### src/rtl/emu_axi_burst_master.sv
// AXI4 INCR burst initiator with a single outstanding transaction.
// One command produces one AR or AW burst. Data moves through pass-through
// valid/ready streams. Completion is a one-cycle pulse carrying the worst
// response seen during the transaction.
module emu_axi_burst_master #(
    parameter int unsigned         ADDR_WIDTH = 32,
    parameter int unsigned         DATA_WIDTH = 64,
    parameter int unsigned         ID_WIDTH   = 4,
    parameter logic [ID_WIDTH-1:0] AXI_ID     = '0
) (
    input  logic                    clk,
    input  logic                    rst_n,
    // command
    input  logic                    cmd_valid,
    output logic                    cmd_ready,
    input  logic                    cmd_write,
    input  logic [ADDR_WIDTH-1:0]   cmd_addr,
    input  logic [7:0]              cmd_len,
    // write-data stream
    input  logic                    wr_valid,
    output logic                    wr_ready,
    input  logic [DATA_WIDTH-1:0]   wr_data,
    input  logic [DATA_WIDTH/8-1:0] wr_strb,
    // read-data stream
    output logic                    rd_valid,
    input  logic                    rd_ready,
    output logic [DATA_WIDTH-1:0]   rd_data,
    output logic                    rd_last,
    // completion / status
    output logic                    done_valid,
    output logic [1:0]              done_resp,
    output logic                    busy,
    // AXI write address
    output logic                    m_axi_awvalid,
    input  logic                    m_axi_awready,
    output logic [ADDR_WIDTH-1:0]   m_axi_awaddr,
    output logic [ID_WIDTH-1:0]     m_axi_awid,
    output logic [7:0]              m_axi_awlen,
    output logic [2:0]              m_axi_awsize,
    output logic [1:0]              m_axi_awburst,
    output logic                    m_axi_awlock,
    output logic [3:0]              m_axi_awcache,
    output logic [2:0]              m_axi_awprot,
    output logic [3:0]              m_axi_awqos,
    output logic [3:0]              m_axi_awregion,
    // AXI write data
    output logic                    m_axi_wvalid,
    input  logic                    m_axi_wready,
    output logic [DATA_WIDTH-1:0]   m_axi_wdata,
    output logic [DATA_WIDTH/8-1:0] m_axi_wstrb,
    output logic                    m_axi_wlast,
    // AXI write response
    input  logic                    m_axi_bvalid,
    output logic                    m_axi_bready,
    input  logic [1:0]              m_axi_bresp,
    input  logic [ID_WIDTH-1:0]     m_axi_bid,
    // AXI read address
    output logic                    m_axi_arvalid,
    input  logic                    m_axi_arready,
    output logic [ADDR_WIDTH-1:0]   m_axi_araddr,
    output logic [ID_WIDTH-1:0]     m_axi_arid,
    output logic [7:0]              m_axi_arlen,
    output logic [2:0]              m_axi_arsize,
    output logic [1:0]              m_axi_arburst,
    output logic                    m_axi_arlock,
    output logic [3:0]              m_axi_arcache,
    output logic [2:0]              m_axi_arprot,
    output logic [3:0]              m_axi_arqos,
    output logic [3:0]              m_axi_arregion,
    // AXI read data
    input  logic                    m_axi_rvalid,
    output logic                    m_axi_rready,
    input  logic [DATA_WIDTH-1:0]   m_axi_rdata,
    input  logic [1:0]              m_axi_rresp,
    input  logic [ID_WIDTH-1:0]     m_axi_rid,
    input  logic                    m_axi_rlast
);

    localparam int unsigned           BEAT_BYTES  = DATA_WIDTH / 8;
    localparam int unsigned           SIZE_LOG2   = $clog2(BEAT_BYTES);
    localparam logic [ADDR_WIDTH-1:0] ADDR_MASK   = ~ADDR_WIDTH'(BEAT_BYTES - 1);
    localparam logic [1:0]            RESP_SLVERR = 2'b10;
    localparam logic [1:0]            RESP_DECERR = 2'b11;

    typedef enum logic [2:0] {
        ST_IDLE,
        ST_AR,
        ST_R,
        ST_AW,
        ST_W,
        ST_B,
        ST_DONE
    } state_t;

    state_t                state_q, state_d;
    logic [ADDR_WIDTH-1:0] addr_q, addr_d;
    logic [7:0]            len_q, len_d;
    logic [7:0]            cnt_q, cnt_d;
    logic [1:0]            acc_q, acc_d;
    logic                  live_q, live_d;
    logic [1:0]            resp_nxt;
    logic                  unused_ids;

    // AXI response codes are ordered by severity, so "worst" is a numeric max.
    function automatic logic [1:0] resp_max(input logic [1:0] a, input logic [1:0] b);
        return (a > b) ? a : b;
    endfunction

    // cmd_ready stays low through reset and rises only once live_q has been clocked.
    assign cmd_ready  = live_q && (state_q == ST_IDLE);
    assign busy       = (state_q != ST_IDLE);
    assign done_valid = (state_q == ST_DONE);
    assign done_resp  = done_valid ? acc_q : 2'b00;

    assign m_axi_awvalid  = (state_q == ST_AW);
    assign m_axi_awaddr   = addr_q;
    assign m_axi_awid     = AXI_ID;
    assign m_axi_awlen    = len_q;
    assign m_axi_awsize   = 3'(SIZE_LOG2);
    assign m_axi_awburst  = 2'b01;
    assign m_axi_awlock   = 1'b0;
    assign m_axi_awcache  = '0;
    assign m_axi_awprot   = '0;
    assign m_axi_awqos    = '0;
    assign m_axi_awregion = '0;

    assign m_axi_arvalid  = (state_q == ST_AR);
    assign m_axi_araddr   = addr_q;
    assign m_axi_arid     = AXI_ID;
    assign m_axi_arlen    = len_q;
    assign m_axi_arsize   = 3'(SIZE_LOG2);
    assign m_axi_arburst  = 2'b01;
    assign m_axi_arlock   = 1'b0;
    assign m_axi_arcache  = '0;
    assign m_axi_arprot   = '0;
    assign m_axi_arqos    = '0;
    assign m_axi_arregion = '0;

    assign m_axi_wdata = wr_data;
    assign m_axi_wstrb = wr_strb;
    assign rd_data     = m_axi_rdata;

    // IDs are not needed with only one transaction in flight.
    assign unused_ids = ^{m_axi_bid, m_axi_rid};

    // Next-state logic plus the per-state stream gating.
    always_comb begin
        state_d      = state_q;
        addr_d       = addr_q;
        len_d        = len_q;
        cnt_d        = cnt_q;
        acc_d        = acc_q;
        live_d       = 1'b1;
        resp_nxt     = acc_q;
        wr_ready     = 1'b0;
        rd_valid     = 1'b0;
        rd_last      = 1'b0;
        m_axi_wvalid = 1'b0;
        m_axi_wlast  = 1'b0;
        m_axi_bready = 1'b0;
        m_axi_rready = 1'b0;

        case (state_q)
            ST_IDLE: begin
                if (cmd_valid && cmd_ready) begin
                    addr_d  = cmd_addr & ADDR_MASK;
                    len_d   = cmd_len;
                    cnt_d   = '0;
                    acc_d   = 2'b00;
                    state_d = cmd_write ? ST_AW : ST_AR;
                end
            end
            ST_AR: begin
                if (m_axi_arready) state_d = ST_R;
            end
            ST_R: begin
                rd_valid     = m_axi_rvalid;
                rd_last      = m_axi_rlast;
                m_axi_rready = rd_ready;
                if (m_axi_rvalid && rd_ready) begin
                    cnt_d    = cnt_q + 8'd1;
                    resp_nxt = resp_max(acc_q, m_axi_rresp);
                    // Both length faults collapse to one test: rlast must coincide with beat len.
                    if (m_axi_rlast != (cnt_q == len_q)) begin
                        resp_nxt = (resp_nxt == RESP_DECERR) ? RESP_DECERR : RESP_SLVERR;
                    end
                    acc_d = resp_nxt;
                    if (m_axi_rlast) state_d = ST_DONE;
                end
            end
            ST_AW: begin
                if (m_axi_awready) state_d = ST_W;
            end
            ST_W: begin
                m_axi_wvalid = wr_valid;
                wr_ready     = m_axi_wready;
                m_axi_wlast  = (cnt_q == len_q);
                if (wr_valid && m_axi_wready) begin
                    cnt_d = cnt_q + 8'd1;
                    if (cnt_q == len_q) state_d = ST_B;
                end
            end
            ST_B: begin
                m_axi_bready = 1'b1;
                if (m_axi_bvalid) begin
                    acc_d   = resp_max(acc_q, m_axi_bresp);
                    state_d = ST_DONE;
                end
            end
            ST_DONE: begin
                state_d = ST_IDLE;
            end
            default: begin
                state_d = ST_IDLE;
            end
        endcase
    end

    // State and datapath registers, cleared asynchronously.
    always_ff @(posedge clk or negedge rst_n) begin
        if (!rst_n) begin
            state_q <= ST_IDLE;
            addr_q  <= '0;
            len_q   <= '0;
            cnt_q   <= '0;
            acc_q   <= 2'b00;
            live_q  <= 1'b0;
        end else begin
            state_q <= state_d;
            addr_q  <= addr_d;
            len_q   <= len_d;
            cnt_q   <= cnt_d;
            acc_q   <= acc_d;
            live_q  <= live_d;
        end
    end

endmodule

### config.mk
export PLATFORM = sky130hd
export DESIGN_NAME = emu_axi_burst_master
export DESIGN_NICKNAME = d
export VERILOG_FILES = /design/src/rtl/emu_axi_burst_master.sv
export SDC_FILE = /design/constraint.sdc
export NUM_CORES = 1
export LEC_CHECK = 0
export BUFFER_PORTS_ARGS = -buffer_cell sky130_fd_sc_hd__buf_2
export CORE_AREA = 4 4 182 184
export CTS_CLUSTER_SIZE = 12
export DETAILED_ROUTE_END_ITERATION = 7
export DIE_AREA = 0 0 186 188
export GPL_ROUTABILITY_DRIVEN = 0
export PLACE_DENSITY = 0.51
export SYNTH_ARGS = -nofsm -noshare
export SYNTH_HDL_FRONTEND = slang
export SYNTH_SLANG_ARGS = --single-unit
### constraint.sdc
create_clock -name clk -period 3 [get_ports clk]
set_input_delay 0.6 -clock clk [delete_from_list [all_inputs] [get_ports clk]]
set_output_delay 0.6 -clock clk [all_outputs]
set_load 0.01 [all_outputs]
# Word-level counts from Yosys, hierarchy flattened
# Cells that the tools add are included.
[totals]
register_bits = 51
elab_cells = 69
input_bits = 200
out_inout_bits = 280
[classes]
n_reduce_logical = 12
muxes = 30
n_eq_ne = 18
add_sub_neg = 1
magnitude_cmp = 2
[op_table]
columns = ["operator", "n"]
rows = [
  ["$mux W3", 8],
  ["$mux W8", 3],
  ["$pmux W8 S3", 1],
  ["$pmux W3 S6", 1],
  ["$mux W2", 8],
  ["$ne A2 B2 Y1 const B", 6],
  ["$eq A3 B3 Y1 const B", 3],
  ["$reduce_bool A3 Y1", 3],
  ["$add A8 B1 Y8 const B", 1],
  ["$eq A8 B8 Y1", 1],
  ["$mux W1", 8],
  ["$reduce_and A8 Y1", 1],
  ["$eq A3 B2 Y1 const B", 2],
  ["$ne A2 B1 Y1 const B", 3],
  ["$pmux W2 S3", 1],
  ["$reduce_and A5 Y1", 1],
  ["$gt A2 B2 Y1", 2],
  ["$logic_and A1 B1 Y1", 4],
  ["$reduce_and A4 Y1", 1],
  ["$eq A3 B1 Y1 const B", 1],
  ["$logic_not A3 Y1", 1],
  ["$eq A2 B2 Y1 const B", 1],
  ["$reduce_and A2 Y1", 1],
  ["$ne A1 B1 Y1", 1],
]

# Logic depth before layout (Yosys ltp)
# Gate-level depths: netlist (run 1).
[logic_depth]
depth_word = 7
mapped_depth = 7
mapped_depth_nobuf = 7

# Least setup slack after synthesis (run 1)
# No wires, ideal clock.
[synth_timing]
path_kind = "flip-flop to output port"
startpoint = "register len_q[5] (netlist: m_axi_arlen[5])"
endpoint = "output port m_axi_wlast"
path_slack_ps = 1011
path_buffers = 0
path_stages_with_launch = 5
t_required_ps = 2400
arrival_time_ps = 1389
cell_sequence = "dfrtp_1 -> xor2_1 -> nor4_1 -> nand2_1 -> nor4_1"
[synth_via]
elab_chain_len = 2
[synth_rtl]
columns = ["item", "line_no", "source"]
rows = [
  ["start, declared", "97", "logic [7:0] len_q, len_d;"],
  ["start signal, assigned", "231", "len_q <= len_d;"],
  ["$eq A8 B8 Y1", "197", "m_axi_wlast = (cnt_q == len_q);"],
  ["$mux W1", "163", "case (state_q)"],
  ["end, declared", "51", "output logic m_axi_wlast,"],
]
# No other way between the ends.

# Final worst setup path (run 1)
[layout_timing]
startpoint = "register len_q[1] (netlist: m_axi_arlen[1])"
endpoint = "output port m_axi_wlast"
# Same word-level chain as after synthesis.

==> results of run 1 <==
-- sequential cells by signal, indices dropped and copies added (netlist names) --
register	flops
live_q	1
m_axi_arlen	8
m_axi_araddr	29
acc_q	2
state_q	3
cnt_q	8
-- cell usage after synthesis, types with 2 or more instances --
| cell | instances |
|---|---|
| nand2b_1 | 5 |
| nor4_1 | 3 |
| nand4_1 | 4 |
| nand2_1 | 9 |
| o22ai_1 | 2 |
| conb_1 | 2 |
| buf_4 | 231 |
| and2_1 | 9 |
| nand3_1 | 3 |
| ha_1 | 7 |
| mux2_2 | 37 |
| dfrtp_1 | 51 |
| buf_6 | 3 |
| nor2_1 | 8 |
| inv_1 | 10 |
| a21oi_1 | 2 |
| o31ai_1 | 6 |
| a31o_2 | 2 |
| nor2b_1 | 5 |
| mux2i_1 | 2 |
| o21ai_0 | 10 |
| and3_1 | 4 |
| xor2_1 | 10 |
| nor3_1 | 2 |
-- metrics by stage --
stage          hold slack [ns]  total power, uW  area (sq um)  instances  utilization
2_1_floorplan            0.304             2800          4540        505            -
3_3_place_gp             0.506             3030          4010        814        0.128
3_5_place_dp             0.508             3050          4010        814        0.128
4_1_cts                  0.269             3790          4180        822        0.133
5_1_grt                  0.282             4010          4180        822        0.133
6_report                 0.258             3670          4180        822        0.133
-- kinds of logic (layout without fill, tap and decap cells) --
| kind of cell | after synthesis | count (layout) | share of synthesized area |
|---|---|---|---|
| compound gates | 32 | 32 | 0.0549 |
| xor+xnor | 10 | 10 | 0.0202 |
| buf+inv | 247 | 162 | 0.420 |
| mux | 40 | 40 | 0.103 |
| other cells | 2 | 57 | 0.00173 |
| fa+ha+maj | 7 | 7 | 0.0202 |
| simple gates | 61 | 61 | 0.0849 |
| flops | 51 | 51 | 0.295 |
-- per-layer routing --
metal	GRT usage	wire, um	part of all wire	vias up
li1	-	-	-	1122
met1	0.0636	3890	0.34	1162
met2	0.0878	4900	0.43	171
met3	0.0310	1460	0.13	97
met4	0.0645	1140	0.10	0
met5	0	0	0	-
-- area by class of cell --
class	instances	area, sq um	share of cell area
Clock inverter	3	43.8	0.0105
Clock buffer	5	125	0.0300
Sequential cell	51	1280	0.306
Tap cell	402	503	0.120
Inverter	10	37.5	0.00899
Timing Repair Buffer	144	743	0.178
Multi-Input combinational cell	207	1450	0.347
-- worst register-to-register path: cells and delay by family (launching register included) --
kind | cells | cell delay (ns)
simple gates | 2 | 0.43
flops | 1 | 0.70
compound gates | 3 | 0.85
-- cells in the final DEF (no fill, tap or decap), drive strengths merged, types with 3 or more instances in the layout --
| cell | count |
|---|---|
| nand2b | 5 |
| o21ai | 11 |
| nor4 | 3 |
| nor3 | 3 |
| o31ai | 6 |
| a21oi | 3 |
| and3 | 4 |
| nand3 | 3 |
| xor2 | 10 |
| clkbuf | 5 |
| buf | 144 |
| and2 | 9 |
| nand2 | 10 |
| conb | 57 |
| nor2b | 5 |
| dfrtp | 51 |
| inv | 10 |
| ha | 7 |
| nand4 | 4 |
| mux2 | 38 |
| nor2 | 9 |
-- report_power, final --
part / leakage (uW) / switching, uW / internal, uW
sequential: 0.000633 / 307 / 981
clock: 0.0000838 / 300 / 395
combinational: 0.00134 / 894 / 795
total: 0.00206 / 1500 / 2170
-- path summary, 6_finish.rpt --
path,start,slack (ns),depth (start not counted),end
max,m_axi_arlen[1],0.41,5,m_axi_wlast
min,rst_n,0.26,1,m_axi_arlen[4]
max reg2reg,state_q[2],0.94,5,state_q[1]
min reg2reg,m_axi_araddr[3],0.53,1,m_axi_araddr[3]
max in group asynchronous,rst_n,2.08,2,m_axi_araddr[7]
min in group clk,cmd_len[6],0.52,2,m_axi_arlen[6]
==> out/results.ini, run 1 <==
[routing]
wl_per_cell_um=13.8
drt_iter0_markers=38
drtPass1Iterations=4
wirelength_mm=11.4
ant_nets=0
vias_per_cell=3.10
drc_errors=0
vias=2552

[setup_path]
critical_path_class=reg -> out
crit_path_frequent_cell=nor4_1
end_kind=primary output
crit_arrival_ns=1.99
slowest_delay_ns=0.48
crit_path_top_delay_cell=dfrtp_1
path_max_fanout=6
cp_cell_sequence=xor2_1 -> nor4_1 -> nand2_1 -> nor4_1 -> buf_2
critPathBufInv=1
setup.worst_path.start_class=flip-flop
cp_top_family=simple AND/OR/NAND/NOR gates
cp.required_ns=2.40

[status]
run_status=finished clean

[timing]
clock_skew_ns=0.00917
rsz0062_at_grt=false
setup-violations-final=0
fmax_mhz=387
setup_ws_ns=0.414
worst_pin_slew_ns=0.558
slew_headroom=0.628
slew_violations=0
period_needed_ns=2.59
timing.final.hold_violations=0
tns_ns=0
fin_crit_sh=0.862

[synthesis]
synth_seq_area_share=0.295
synth_area_leader_cell=buf_4
ys_seq_elements=51
syn-cell-area_sq_mm=0.00433
ys.flop_type=dfrtp_1
synth_cells=450
yosysUniqueCellTypes=47
async_reset_ff_frac=1.00
avgSynthCellArea_sq_um=9.62
yosys_warnings=0
synth_edf_count=0
synth_area_leaders=buf_4 (40%), dfrtp_1 (29%), mux2_2 (9.6%), ha_1 (2.0%), xor2_1 (2.0%)
synth.top_cell.area_share=0.400

[clock_tree]
ctsRootBufferMaster=clkbuf_16
ctsHoldBuffers=0
insertion_delay_ns=0.31
cts_resized=0
post_cts_buffers=0
cts_made_buffers=5
cts_sinks=51
path_clk_slew_ns=0.08
htree_levels=2
cts_tree=done
ctsLongestPathBuffers=2

[floorplanning]
core_area_sq_mm=0.0314
fp.dieW_um=186
initial_utilization=0.138
rows=65
io-pin-count=480
chipHeight_um=188
die_area_sq_mm=0.0350

[cells_and_area]
drive_above_1_share=0.476
synthToLayoutAreaGrowth_pct=-3.55
fillers=3585
insertedDiodeCount=0
num-nets-final=626

[placement]
portBuffers=140
hpwl_mm=9.24
place_ws_ns=0.635

[global_route]
antenna_found_initial=1
grt_overflow=0
grt_max_degree=40
grt_usage=0.0622
grt_pass1_wl_mm=15.7
grt_pass1_vias=2488

[power_and_ir_drop]
leakagePower_uw=0.00206
irDropWorstVdd_mv=0.349
p_per_area_mw_per_mm2=879

[hold_path]
hp-class=in -> async

[flow_run]
drv_cap=0

Note: power is estimated with default switching activity, not from simulation.
==> run 2, diff against run 1 <==
- CELL_PAD_IN_SITES_DETAIL_PLACEMENT: not set -> 1
- CELL_PAD_IN_SITES_GLOBAL_PLACEMENT: not set -> 2
- CORE_AREA: 4 4 182 184 -> 4 4 185 187
- DIE_AREA: 0 0 186 188 -> 0 0 189 191
- PLACE_DENSITY: 0.51 -> 0.79
==> out/results.ini, run 2 (same netlist as run 1, synthesis figures left out) <==
[status]
run_status=finished clean

[cells_and_area]
fillers=3850
final_common_cell=buf_2
instances_no_fill=863
synthToLayoutAreaGrowth_pct=-2.86
largest_reg_flops=29
num-nets-final=627
drive_above_1_share=0.477
fin_util=0.130
final_cell_mix=buf_2 (140), conb_1 (57), dfrtp_1 (51)
insertedDiodeCount=0

[timing]
period_needed_ns=2.72
fmax_mhz=368
setup_ws_ns=0.281
tns_ns=0
worst_pin_slew_ns=0.786
setup-violations-final=0
slew_headroom=0.476
fin_crit_sh=0.906
rsz0062_at_grt=false
slew_violations=0
clock_skew_ns=0.0104
timing.final.hold_violations=0

[power_and_ir_drop]
p_per_area_mw_per_mm2=863
power_uw=3630
irDropWorstVdd_mv=0.229
leakagePower_uw=0.00205

[clock_tree]
post_cts_buffers=0
path_clk_slew_ns=0.08
cts_made_buffers=5
ctsHoldBuffers=0
cts_resized=0
cts_tree=done
ctsRootBufferMaster=clkbuf_16
insertion_delay_ns=0.31
htree_levels=2
ctsLongestPathBuffers=2
cts_sinks=51

[routing]
drc_errors=0
drt_iter0_markers=54
wirelength_mm=11.6
wl_per_cell_um=13.5
ant_nets=0
drtPass1Iterations=4
vias_per_cell=3.01
vias=2599

[setup_path]
path_max_fanout=6
r2r_cells=5
crit_path_top_delay_cell=dfrtp_1
critical_path_class=reg -> out
crit_arrival_ns=2.12
crit_start=cnt_q[5]
reg2reg_from=state_q[0]
r2r_slack_ns=0.89
cp_cell_sequence=xor2_1 -> nor4_1 -> nand2_1 -> nor4_1 -> buf_2
setup.worst_path.start_class=flip-flop
crit_path_frequent_cell=nor4_1
slowest_delay_ns=0.45
end_kind=primary output
rr_endpoint=m_axi_arlen[0]
crit_path_end=m_axi_wlast
cp.required_ns=2.40

[floorplanning]
chipHeight_um=191
core_area_sq_mm=0.0325
rows=66
fp.dieW_um=189
io-pin-count=480
initial_utilization=0.133
die_area_sq_mm=0.0361

[global_route]
grt_overflow=0
grt_pass1_wl_mm=16.0
grt_pass1_vias=2554
antenna_found_initial=0
grt_usage=0.0601
grt_max_degree=40

[placement]
dp_cells=855
place_ws_ns=0.504
portBuffers=140
hpwl_mm=9.58

[flow_run]
drv_cap=0

[hold_path]
hp-class=in -> async

[run 2: area by class of cell]
type                            instances  area (sq um)  area share
Timing Repair Buffer                  145           738       0.175
Tap cell                              442           553       0.131
Clock buffer                            5           125      0.0297
Clock inverter                          3          28.8     0.00684
Inverter                               10          37.5     0.00892
Sequential cell                        51          1280       0.303
Multi-Input combinational cell        207          1450       0.344
[run 2: power by group]
group          internal (uW)  total (uW)  switching, uW
clock                    319         614            295
sequential               982        1290            305
combinational            796        1730            935
total                   2100        3630           1540
[run 2: how the worst min path moves through the flow]
stage                             to  slack, ns  depth (start not counted)
detailed placement  m_axi_araddr[17]       0.51                          1
global placement    m_axi_araddr[11]       0.50                          1
global route         m_axi_araddr[3]       0.42                          1
finish               m_axi_araddr[3]       0.37                          1
floorplan                   acc_q[0]       0.30                          0
CTS                  m_axi_araddr[3]       0.38                          1
[run 2: metal layers]
metal	share of wire	wire, um	vias up	global-route usage
met2	0.46	5340	212	0.0952
li1	-	-	1124	-
met1	0.34	3970	1189	0.0594
met5	0	0	-	0
met4	0.075	877	0	0.0530
met3	0.12	1450	74	0.0278
[run 2: metrics by stage]
step	area (sq um)	hold WS (ns)
after floorplan	4540	0.304
after global placement	4050	0.502
after detailed placement	4050	0.512
after CTS	4210	0.384
after global routing	4210	0.419
final	4210	0.370
[run 2: critical path: cells and delay by family, from the launching register on]
family	cells	cell delay, ns
and+or+nand+nor	3	1.00
DFF	1	0.45
xor gates and xnor gates	1	0.18
buffers and inverters	1	0.18
